## config.mk

```make
export PLATFORM = sky130hd
export DESIGN_NAME = mem_stage
export DESIGN_NICKNAME = d
export VERILOG_FILES = /design/src/rtl/mem_stage.sv
export SDC_FILE = /design/constraint.sdc
export NUM_CORES = 1
export LEC_CHECK = 0
export ABC_AREA = 1
export CORE_UTILIZATION = 38
export DETAILED_ROUTE_END_ITERATION = 10
export GPL_ROUTABILITY_DRIVEN = 0
export PLACE_DENSITY = 0.64
export SLEW_MARGIN = 20
export SYNTH_ARGS = -nofsm -noshare
export SYNTH_HDL_FRONTEND = slang
export SYNTH_SLANG_ARGS = --single-unit
```

## constraint.sdc

```tcl
create_clock -name clk -period 2.1 [get_ports clk]
set_input_delay 0.21 -clock clk [delete_from_list [all_inputs] [get_ports clk]]
set_output_delay 0.21 -clock clk [all_outputs]
set_load 0.005 [all_outputs]
```

## src/rtl/mem_stage.sv

```systemverilog
// Memory-access stage of the 5-stage MIPS pipeline (between exe_stage and wb_stage).
// Latches the EXE payload, completes loads from the synchronous data SRAM
// (byte/half select, sign/zero extension, LWL/LWR merge), and produces the
// MEM->WB bus and the MEM forwarding bus. An exception/eret committing in WB
// (ws_flush) kills whatever MEM holds and drops the incoming EXE instruction.
//
// The SRAM read data is only valid in the first cycle a load spends in MEM.
// A one-entry hold buffer keeps that word if WB stalls the stage.

module mem_stage #(
  parameter int ES_TO_MS_BUS_WD = 113,
  parameter int MS_TO_WS_BUS_WD = 76,
  parameter int FW_BUS_WD       = 38
) (
  input  logic                       clk,
  input  logic                       reset,
  input  logic                       es_to_ms_valid,
  input  logic [ES_TO_MS_BUS_WD-1:0] es_to_ms_bus,
  output logic                       ms_allowin,
  input  logic                       ws_allowin,
  output logic                       ms_to_ws_valid,
  output logic [MS_TO_WS_BUS_WD-1:0] ms_to_ws_bus,
  input  logic [31:0]                data_sram_rdata,
  output logic [FW_BUS_WD-1:0]       ms_to_ds_fw_bus,
  output logic                       out_ms_valid,
  input  logic                       ws_flush,
  output logic                       ms_excp_pending
);

  localparam logic [2:0] LD_NONE = 3'd0;
  localparam logic [2:0] LD_LB   = 3'd1;
  localparam logic [2:0] LD_LBU  = 3'd2;
  localparam logic [2:0] LD_LH   = 3'd3;
  localparam logic [2:0] LD_LHU  = 3'd4;
  localparam logic [2:0] LD_LW   = 3'd5;
  localparam logic [2:0] LD_LWL  = 3'd6;
  localparam logic [2:0] LD_LWR  = 3'd7;

  logic                       ms_valid;
  logic [ES_TO_MS_BUS_WD-1:0] bus_r;
  logic                       buf_valid;
  logic [31:0]                buf_data;

  logic                       ms_ready_go;

  logic                       ms_excp;
  logic [4:0]                 ms_execode;
  logic [2:0]                 ms_load_op;
  logic [1:0]                 ms_boff;
  logic [31:0]                ms_rt_val;
  logic                       ms_gr_we;
  logic [4:0]                 ms_dest;
  logic [31:0]                ms_alu_res;
  logic [31:0]                ms_pc;

  logic [31:0]                rdata;
  logic [7:0]                 sel_byte;
  logic [15:0]                sel_half;
  logic [31:0]                load_result;
  logic [31:0]                final_result;
  logic                       out_gr_we;

  // Unpack the latched EXE payload into named fields.
  always_comb begin
    ms_excp    = bus_r[112];
    ms_execode = bus_r[111:107];
    ms_load_op = bus_r[106:104];
    ms_boff    = bus_r[103:102];
    ms_rt_val  = bus_r[101:70];
    ms_gr_we   = bus_r[69];
    ms_dest    = bus_r[68:64];
    ms_alu_res = bus_r[63:32];
    ms_pc      = bus_r[31:0];
  end

  // Handshake: MEM never stalls on its own, so it only waits on WB.
  always_comb begin
    ms_ready_go    = 1'b1;
    ms_allowin     = !ms_valid || (ms_ready_go && ws_allowin);
    ms_to_ws_valid = ms_valid && ms_ready_go && !ws_flush;
    out_ms_valid   = ms_valid;
  end

  // Stage valid bit: a flush empties the stage and refuses the EXE instruction.
  always_ff @(posedge clk or negedge reset) begin
    if (!reset) begin
      ms_valid <= 1'b0;
    end else if (ws_flush) begin
      ms_valid <= 1'b0;
    end else if (ms_allowin) begin
      ms_valid <= es_to_ms_valid;
    end
  end

  // Payload register: only overwritten when a real instruction is accepted.
  always_ff @(posedge clk or negedge reset) begin
    if (!reset) begin
      bus_r <= '0;
    end else if (!ws_flush && ms_allowin && es_to_ms_valid) begin
      bus_r <= es_to_ms_bus;
    end
  end

  // Hold buffer: capture the SRAM word on the first stalled cycle, release it
  // when the instruction moves on to WB or is flushed.
  always_ff @(posedge clk or negedge reset) begin
    if (!reset) begin
      buf_valid <= 1'b0;
      buf_data  <= '0;
    end else if (ws_flush || ws_allowin) begin
      buf_valid <= 1'b0;
    end else if (ms_valid && !buf_valid) begin
      buf_valid <= 1'b1;
      buf_data  <= data_sram_rdata;
    end
  end

  // Pick the live SRAM word or the held copy, then the addressed byte and half.
  always_comb begin
    rdata = buf_valid ? buf_data : data_sram_rdata;
    unique case (ms_boff)
      2'd0:    sel_byte = rdata[7:0];
      2'd1:    sel_byte = rdata[15:8];
      2'd2:    sel_byte = rdata[23:16];
      default: sel_byte = rdata[31:24];
    endcase
    // Halfword loads are always aligned, so boff[1] alone selects the half.
    sel_half = ms_boff[1] ? rdata[31:16] : rdata[15:0];
  end

  // Load alignment and extension, including the LWL/LWR partial-word merges.
  always_comb begin
    load_result = ms_alu_res;
    unique case (ms_load_op)
      LD_NONE: load_result = ms_alu_res;
      LD_LB:   load_result = {{24{sel_byte[7]}}, sel_byte};
      LD_LBU:  load_result = {24'd0, sel_byte};
      LD_LH:   load_result = {{16{sel_half[15]}}, sel_half};
      LD_LHU:  load_result = {16'd0, sel_half};
      LD_LW:   load_result = rdata;
      LD_LWL: begin
        unique case (ms_boff)
          2'd0:    load_result = {rdata[7:0],  ms_rt_val[23:0]};
          2'd1:    load_result = {rdata[15:0], ms_rt_val[15:0]};
          2'd2:    load_result = {rdata[23:0], ms_rt_val[7:0]};
          default: load_result = rdata;
        endcase
      end
      LD_LWR: begin
        unique case (ms_boff)
          2'd0:    load_result = rdata;
          2'd1:    load_result = {ms_rt_val[31:8 + 16], rdata[31:8]};
          2'd2:    load_result = {ms_rt_val[31:16],     rdata[31:16]};
          default: load_result = {ms_rt_val[31:8],      rdata[31:24]};
        endcase
      end
      default: load_result = ms_alu_res;
    endcase
  end

  // An excepting instruction must not write the register file; its result
  // field carries alu_res (the faulting address for AdEL/AdES) instead.
  always_comb begin
    final_result = ms_excp ? ms_alu_res : load_result;
    out_gr_we    = ms_gr_we && !ms_excp;
  end

  // Output buses toward WB and decode.
  always_comb begin
    ms_to_ws_bus    = {ms_excp, ms_execode, out_gr_we, ms_dest, final_result, ms_pc};
    ms_to_ds_fw_bus = {ms_valid && out_gr_we, ms_dest, final_result};
    ms_excp_pending = ms_valid && ms_excp;
  end

endmodule

```

# --- Word level (Yosys, flattened, before mapping) ---
# Index checks and enable logic that the tools add are counted.
word_totals:
  latch_bits: 0
  in_bits: 150
  rom_bits: 0
  mem_bits_rw: 0
  regBits: 147
  n_memories: 0
classes:
  n_mux: 11
  shift: 0
  bitwise_logic: 1
  n_reduce_logical: 18
  addsub: 0
  div: 0
  multipliers: 0
  magnitude_cmp: 0
  eq_ne: 9
ops:
  columns: ["operator", "n"]
  rows:
  - ["case mux 32 bit (8 select lines)", 1]
  - ["case mux 32 bit (3 select lines)", 2]
  - ["two-way mux 32 bit", 2]
  - ["case mux 8 bit (3 select lines)", 1]
  - ["two-way mux 16 bit", 1]
  - ["equality test 3 bit, second input constant", 4]
  - ["logical AND 1 bit", 7]
  - ["equality test 3 x 2 -> 1 bit, second input constant", 2]
  - ["zero test 1 bit", 4]
  - ["two-way mux 1 bit", 4]
  - ["nonzero test 2 bit", 2]
  - ["equality test 3 x 1 -> 1 bit, second input constant", 1]
  - ["zero test 3 bit", 1]
  - ["equality test 2 x 1 -> 1 bit, second input constant", 1]
  - ["equality test 2 bit, second input constant", 1]
  - ["zero test 2 bit", 1]
  - ["logical OR 1 bit", 2]
  - ["AND reduction 2 bit", 1]
  - ["inverter 1 bit", 1]

# --- Logic depth before layout (Yosys ltp) ---
depth:
  ltp_word: 4
  ltp_mapped: 13
  depth_no_buf: 11

# --- Worst setup path before layout ---
# OpenSTA, ideal clock, no wires.
synth_path:
  kind: "register to output"
  from: "register bus_r[102]"
  to: "output port ms_to_ws_bus[58]"
  arrival_time_ns: 1.555
  required_time_ns: 1.890
  slack_ns: 0.335
  stages_incl_launch_ff: 11
  path_cell_list: "dfrtp_1 -> buf_4 -> nor2_2 -> clkbuf_1 -> nand2_1 -> nand3_1 -> nand3_1 -> nand2_1 -> nor2_1 -> nor2_1 -> buf_4"
synth_via:
  elab_chain_len: 4
  word_cells_on_any_way: 8
  cone_classes: "eq/ne: 2; mux: 5; reduce/logical: 1"
synth_lines:
  columns: ["item", "line_no", "rtl"]
  rows:
  - ["from (decl)", "40", "logic [ES_TO_MS_BUS_WD-1:0] bus_r;"]
  - ["from (signal assigned)", "100", "bus_r <= es_to_ms_bus;"]
  - ["equality test 2 bit (tied with other cells)", "121, 142, 150", null]
  - ["case mux 32 bit (3 select lines) (tied with other cells)", "150", "unique case (ms_boff)"]
  - ["case mux 32 bit (8 select lines) (*)", "134", "unique case (ms_load_op)"]
  - ["two-way mux 32 bit (*)", "164", "final_result = ms_excp ? ms_alu_res : load_result;"]
  - ["to (decl)", "22", "output logic [MS_TO_WS_BUS_WD-1:0] ms_to_ws_bus,"]
# Mark *: on every way between the ends. The rest lies on a longest branch, timed or not.

# --- Worst setup path in the final report ---
layout_path:
  from: "register buf_valid"
  to: "output port ms_to_ds_fw_bus[24]"
layout_via:
  elab_chain_len: 4
  word_cells_on_any_way: 7
  cone_classes: "mux: 7"
layout_lines:
  columns: ["item", "line_no", "rtl"]
  rows:
  - ["from (decl)", "41", "logic buf_valid;"]
  - ["from (signal assigned)", "108", "buf_valid <= 1'b0;"]
  - ["from (signal assigned)", "111", "buf_valid <= 1'b0;"]
  - ["from (signal assigned)", "113", "buf_valid <= 1'b1;"]
  - ["two-way mux 32 bit (*)", "120", "rdata = buf_valid ? buf_data : data_sram_rdata;"]
  - ["case mux 32 bit (3 select lines) (tied with other cells)", "150", null]
  - ["case mux 32 bit (8 select lines) (*)", "134", null]
  - ["two-way mux 32 bit (*)", "164", null]
  - ["to (decl)", "24", "output logic [FW_BUS_WD-1:0] ms_to_ds_fw_bus,"]
# Marks and branches as above.

==> results by group <==
STA
  – Final Max Tran Viols: 0
  – Maximum clock skew at final layout: 0.0104 ns
  – Max Fclk: 402 MHz
  – Total setup violations reported at the end of the flow: 64
  – Smallest hold slack: approximately 0.23 ns
  – Setup total negative slack: -19.76 ns
  – Max-slew headroom: 68.1%
  – Hold Violations, Final: 0
  – RSZ-0062 raised after global routing: yes
  – Setup WS post-layout: -0.390 ns
  – Crit path time final: 2.49 ns
  – Worst-margin pin slew: around 0.48 ns
  – Crit share post-route: 119%

Synth
  – Most used flip-flop cell after synthesis: sky130_fd_sc_hd__dfrtp_1
  – FF+latch count, synth: 147
  – Yosys cell types: 33
  – Most frequent cell after synthesis: sky130_fd_sc_hd__nand2_1
  – Top area cells in the synthesized netlist: sky130_fd_sc_hd__dfrtp_1 41%, sky130_fd_sc_hd__mux2_2 16%, sky130_fd_sc_hd__nand2_1 12%
  – Number of instances in the synthesized netlist: 1094
  – Share of synthesized area occupied by flip-flops and latches: approximately two fifths
  – Mapped Area: 8940 sq um
  – Number of enable-type register cells in the synthesized netlist: 0
  – Syn_nets: 1244
  – Mean instance size in the synthesized netlist: between 8 and 9 sq um
  – Synth top area share: 41.1%
  – Cell taking the most area after synthesis: sky130_fd_sc_hd__dfrtp_1
  – Yosys synthesis warning count: 0
  – Share of async-settable or async-resettable flops after synthesis: 100%
  – Synth cell count leaders: 291 x sky130_fd_sc_hd__nand2_1, 147 x sky130_fd_sc_hd__dfrtp_1, 142 x sky130_fd_sc_hd__nor2_1

Layout
  – Final nets: 1559
  – Fin area: roughly 14000 sq um
  – Filler cells: 1982
  – End-of-flow core utilization: 61.6%
  – Footprint of the flip-flops and latches: about 3700 sq um
  – Fraction of final layout cells sized beyond drive strength 1: 42.6%
  – Area of combinational cells with multiple inputs: 5190 sq um
  – Layout area overhead: 57.4%
  – Number of antenna cells inserted: 0
  – Post-route insts no fill: 1735

Flow run
  – Max cap viols: 0

Drt
  – Initial drt markers: 715
  – Vias: 8875
  – Number of routed nets with antenna violations: 0
  – Number of detailed-route iterations in the first pass: 6
  – Avg WL per Cell: 17.9 um
  – Total Wirelength: 31000 um
  – Via count normalized by instance count: 5.12
  – Total DRC errors in the routed layout: 0

CTS
  – Clock transition at path regs: 0.07 ns
  – CTS Sinks: between 100 and 150
  – Clock Root Buffer: sky130_fd_sc_hd__clkbuf_16
  – Insertion delay of the later-clocked pin in the worst-skew pair: 0.43 ns
  – Number of buffers added by the clock tree synthesis step: 17
  – Largest buffer count on any clock path: 2
  – H-Tree Depth: 4
  – Clock tree from TritonCTS: done

Floorplan
  – Initial Util: 39.1%
  – Number of placement rows: 55
  – Die footprint: 24100 sq um
  – Overall die height: 155 um
  – Total core area: 22800 sq um
  – Chip Width: 155 um
  – Ports: 268

Critical path
  – Crit path arrival time: 2.28 ns
  – Class of the most critical setup path: reg -> out
  – Crit-path max FO: 6
  – Capturing element type of the critical path: output port
  – Data required time of the critical path: 1.89 ns
  – Type of element launching the critical path: flip-flop

Global routing
  – Number of global-route vias before repair: roughly 8.9k
  – All-layer global routing usage: 25.5%
  – Global-route wire length before repair: ~47000 um
  – Largest net degree at the start of global routing: 64
  – Global-route congestion overflow total: 0
  – Number of antenna violations at the first check in global routing: 0

Placed design
  – Placed cell count: 1653
  – Pre-CTS setup slack: -0.407 ns
  – PortBufs: 267
  – Placement-stage cell area: 12100 sq um
  – Detailed placer's ending HPWL: between 20000 and 25000 um

Status
  – Result of the run: finished with violations
  – Violated checks: negative setup slack

Power
  – IR drop worst, VDD: 0.000609 V
  – Final Power: between 10 and 15 mW
  – Power density over the cells: 824 nW/um^2
  – Static Leak: 6.49 nW

Hold path
  – Type of the tightest min-delay check: in -> async
==> critical path, stage by stage, from the launching register on <==
cell	delay, ns
sky130_fd_sc_hd__dfrtp_2	0.51
sky130_fd_sc_hd__buf_6	0.17
sky130_fd_sc_hd__nand2_1	0.06
sky130_fd_sc_hd__nand2_2	0.07
sky130_fd_sc_hd__a21oi_2	0.17
sky130_fd_sc_hd__nand2_4	0.08
sky130_fd_sc_hd__nand3_4	0.13
sky130_fd_sc_hd__nand2_4	0.09
sky130_fd_sc_hd__buf_12	0.14
sky130_fd_sc_hd__buf_8	0.13
sky130_fd_sc_hd__nor2_4	0.11
sky130_fd_sc_hd__nor2_2	0.05
sky130_fd_sc_hd__buf_2	0.12
==> per-layer routing <==
layer	vias to the layer above	GRT usage, %	part of all wire (%)
met5	-	0	0
met4	0	11.3	4.2
met3	105	6.10	9.2
met2	466	41.4	47
met1	4202	32.1	40
li1	4102	-	-
==> path summary, 6_finish.rpt <==
kind | endpoint | depth (start not counted) | start | slack (ns)
max | ms_to_ds_fw_bus[24] | 12 | buf_valid$_DFFE_PN0P_ | -0.39
min | bus_r[11]$_DFFE_PN0P_ | 2 | reset | 0.23
max reg2reg | buf_data[14]$_DFFE_PN0P_ | 6 | buf_valid$_DFFE_PN0P_ | 0.16
min reg2reg | buf_data[27]$_DFFE_PN0P_ | 2 | buf_data[27]$_DFFE_PN0P_ | 0.50
max in group asynchronous | bus_r[63]$_DFFE_PN0P_ | 3 | reset | 1.17
min in group clk | bus_r[102]$_DFFE_PN0P_ | 3 | es_to_ms_bus[102] | 0.36
==> timing repair <==
| action | CTS | global route |
|---|---|---|
| endpoints found under the setup margin | 64 | 64 |
| hold endpoints to repair | 36 | 0 |
| gates resized for setup | 458 | 137 |
| gates cloned | 5 | 4 |
| pin swaps | 99 | 89 |
| buffers inserted | 40 | 9 |
| hold buffers | 1 | 0 |
==> layout by cell type (no fill, tap or decap), types with 3 or more instances in the layout <==
cell type	n
sky130_fd_sc_hd__nand3_2	30
sky130_fd_sc_hd__nor2_2	24
sky130_fd_sc_hd__mux2_2	125
sky130_fd_sc_hd__nand2_4	40
sky130_fd_sc_hd__nand2_1	201
sky130_fd_sc_hd__clkbuf_16	20
sky130_fd_sc_hd__nor2_4	14
sky130_fd_sc_hd__nand2_2	52
sky130_fd_sc_hd__a21oi_2	15
sky130_fd_sc_hd__buf_4	100
sky130_fd_sc_hd__dfrtp_1	144
sky130_fd_sc_hd__o21ai_0	30
sky130_fd_sc_hd__nand3_4	9
sky130_fd_sc_hd__inv_6	6
sky130_fd_sc_hd__a21oi_1	31
sky130_fd_sc_hd__inv_1	36
sky130_fd_sc_hd__o21ai_2	6
sky130_fd_sc_hd__inv_8	3
sky130_fd_sc_hd__nand4_1	3
sky130_fd_sc_hd__inv_2	14
sky130_fd_sc_hd__clkdlybuf4s50_1	202
sky130_fd_sc_hd__buf_16	3
sky130_fd_sc_hd__buf_2	58
sky130_fd_sc_hd__dfrtp_2	3
sky130_fd_sc_hd__or2_2	3
sky130_fd_sc_hd__buf_12	17
sky130_fd_sc_hd__clkinvlp_4	4
sky130_fd_sc_hd__nor2_1	108
sky130_fd_sc_hd__buf_6	35
sky130_fd_sc_hd__o21ai_4	4
sky130_fd_sc_hd__o21ai_1	11
sky130_fd_sc_hd__nand3_1	40
==> layout make-up <==
| class | count | area share (%) |
|---|---|---|
| multi-input cells | 766 | 36.9 |
| repair buffers | 422 | 28.4 |
| flip-flops and latches | 147 | 26.2 |
| clock buffers | 19 | 3.15 |
| well taps | 313 | 2.78 |
| inverters | 54 | 1.54 |
| clock inverters | 13 | 0.987 |
| repair inverters | 1 | 0.0356 |
==> kinds of logic after synthesis <==
family	count (synthesis)	share of synthesized area (%)
buf+inv	181	12.4
flops	147	41.1
mux	125	15.7
simple gates	534	24.5
compound gates	107	6.27
==> state kept, by name, summed over array words and instances (netlist names) <==
register      count
buf_data         32
buf_valid         1
bus_r           113
out_ms_valid      1
==> power breakdown <==
group	leakage (nW)	switching, mW	total, mW	internal, mW
Clock	0.277	1.34	3.05	1.71
Combinational	4.48	2.34	4.76	2.42
Sequential	1.73	0.404	3.78	3.38
No activity file was read; power rests on OpenSTA's default activity.
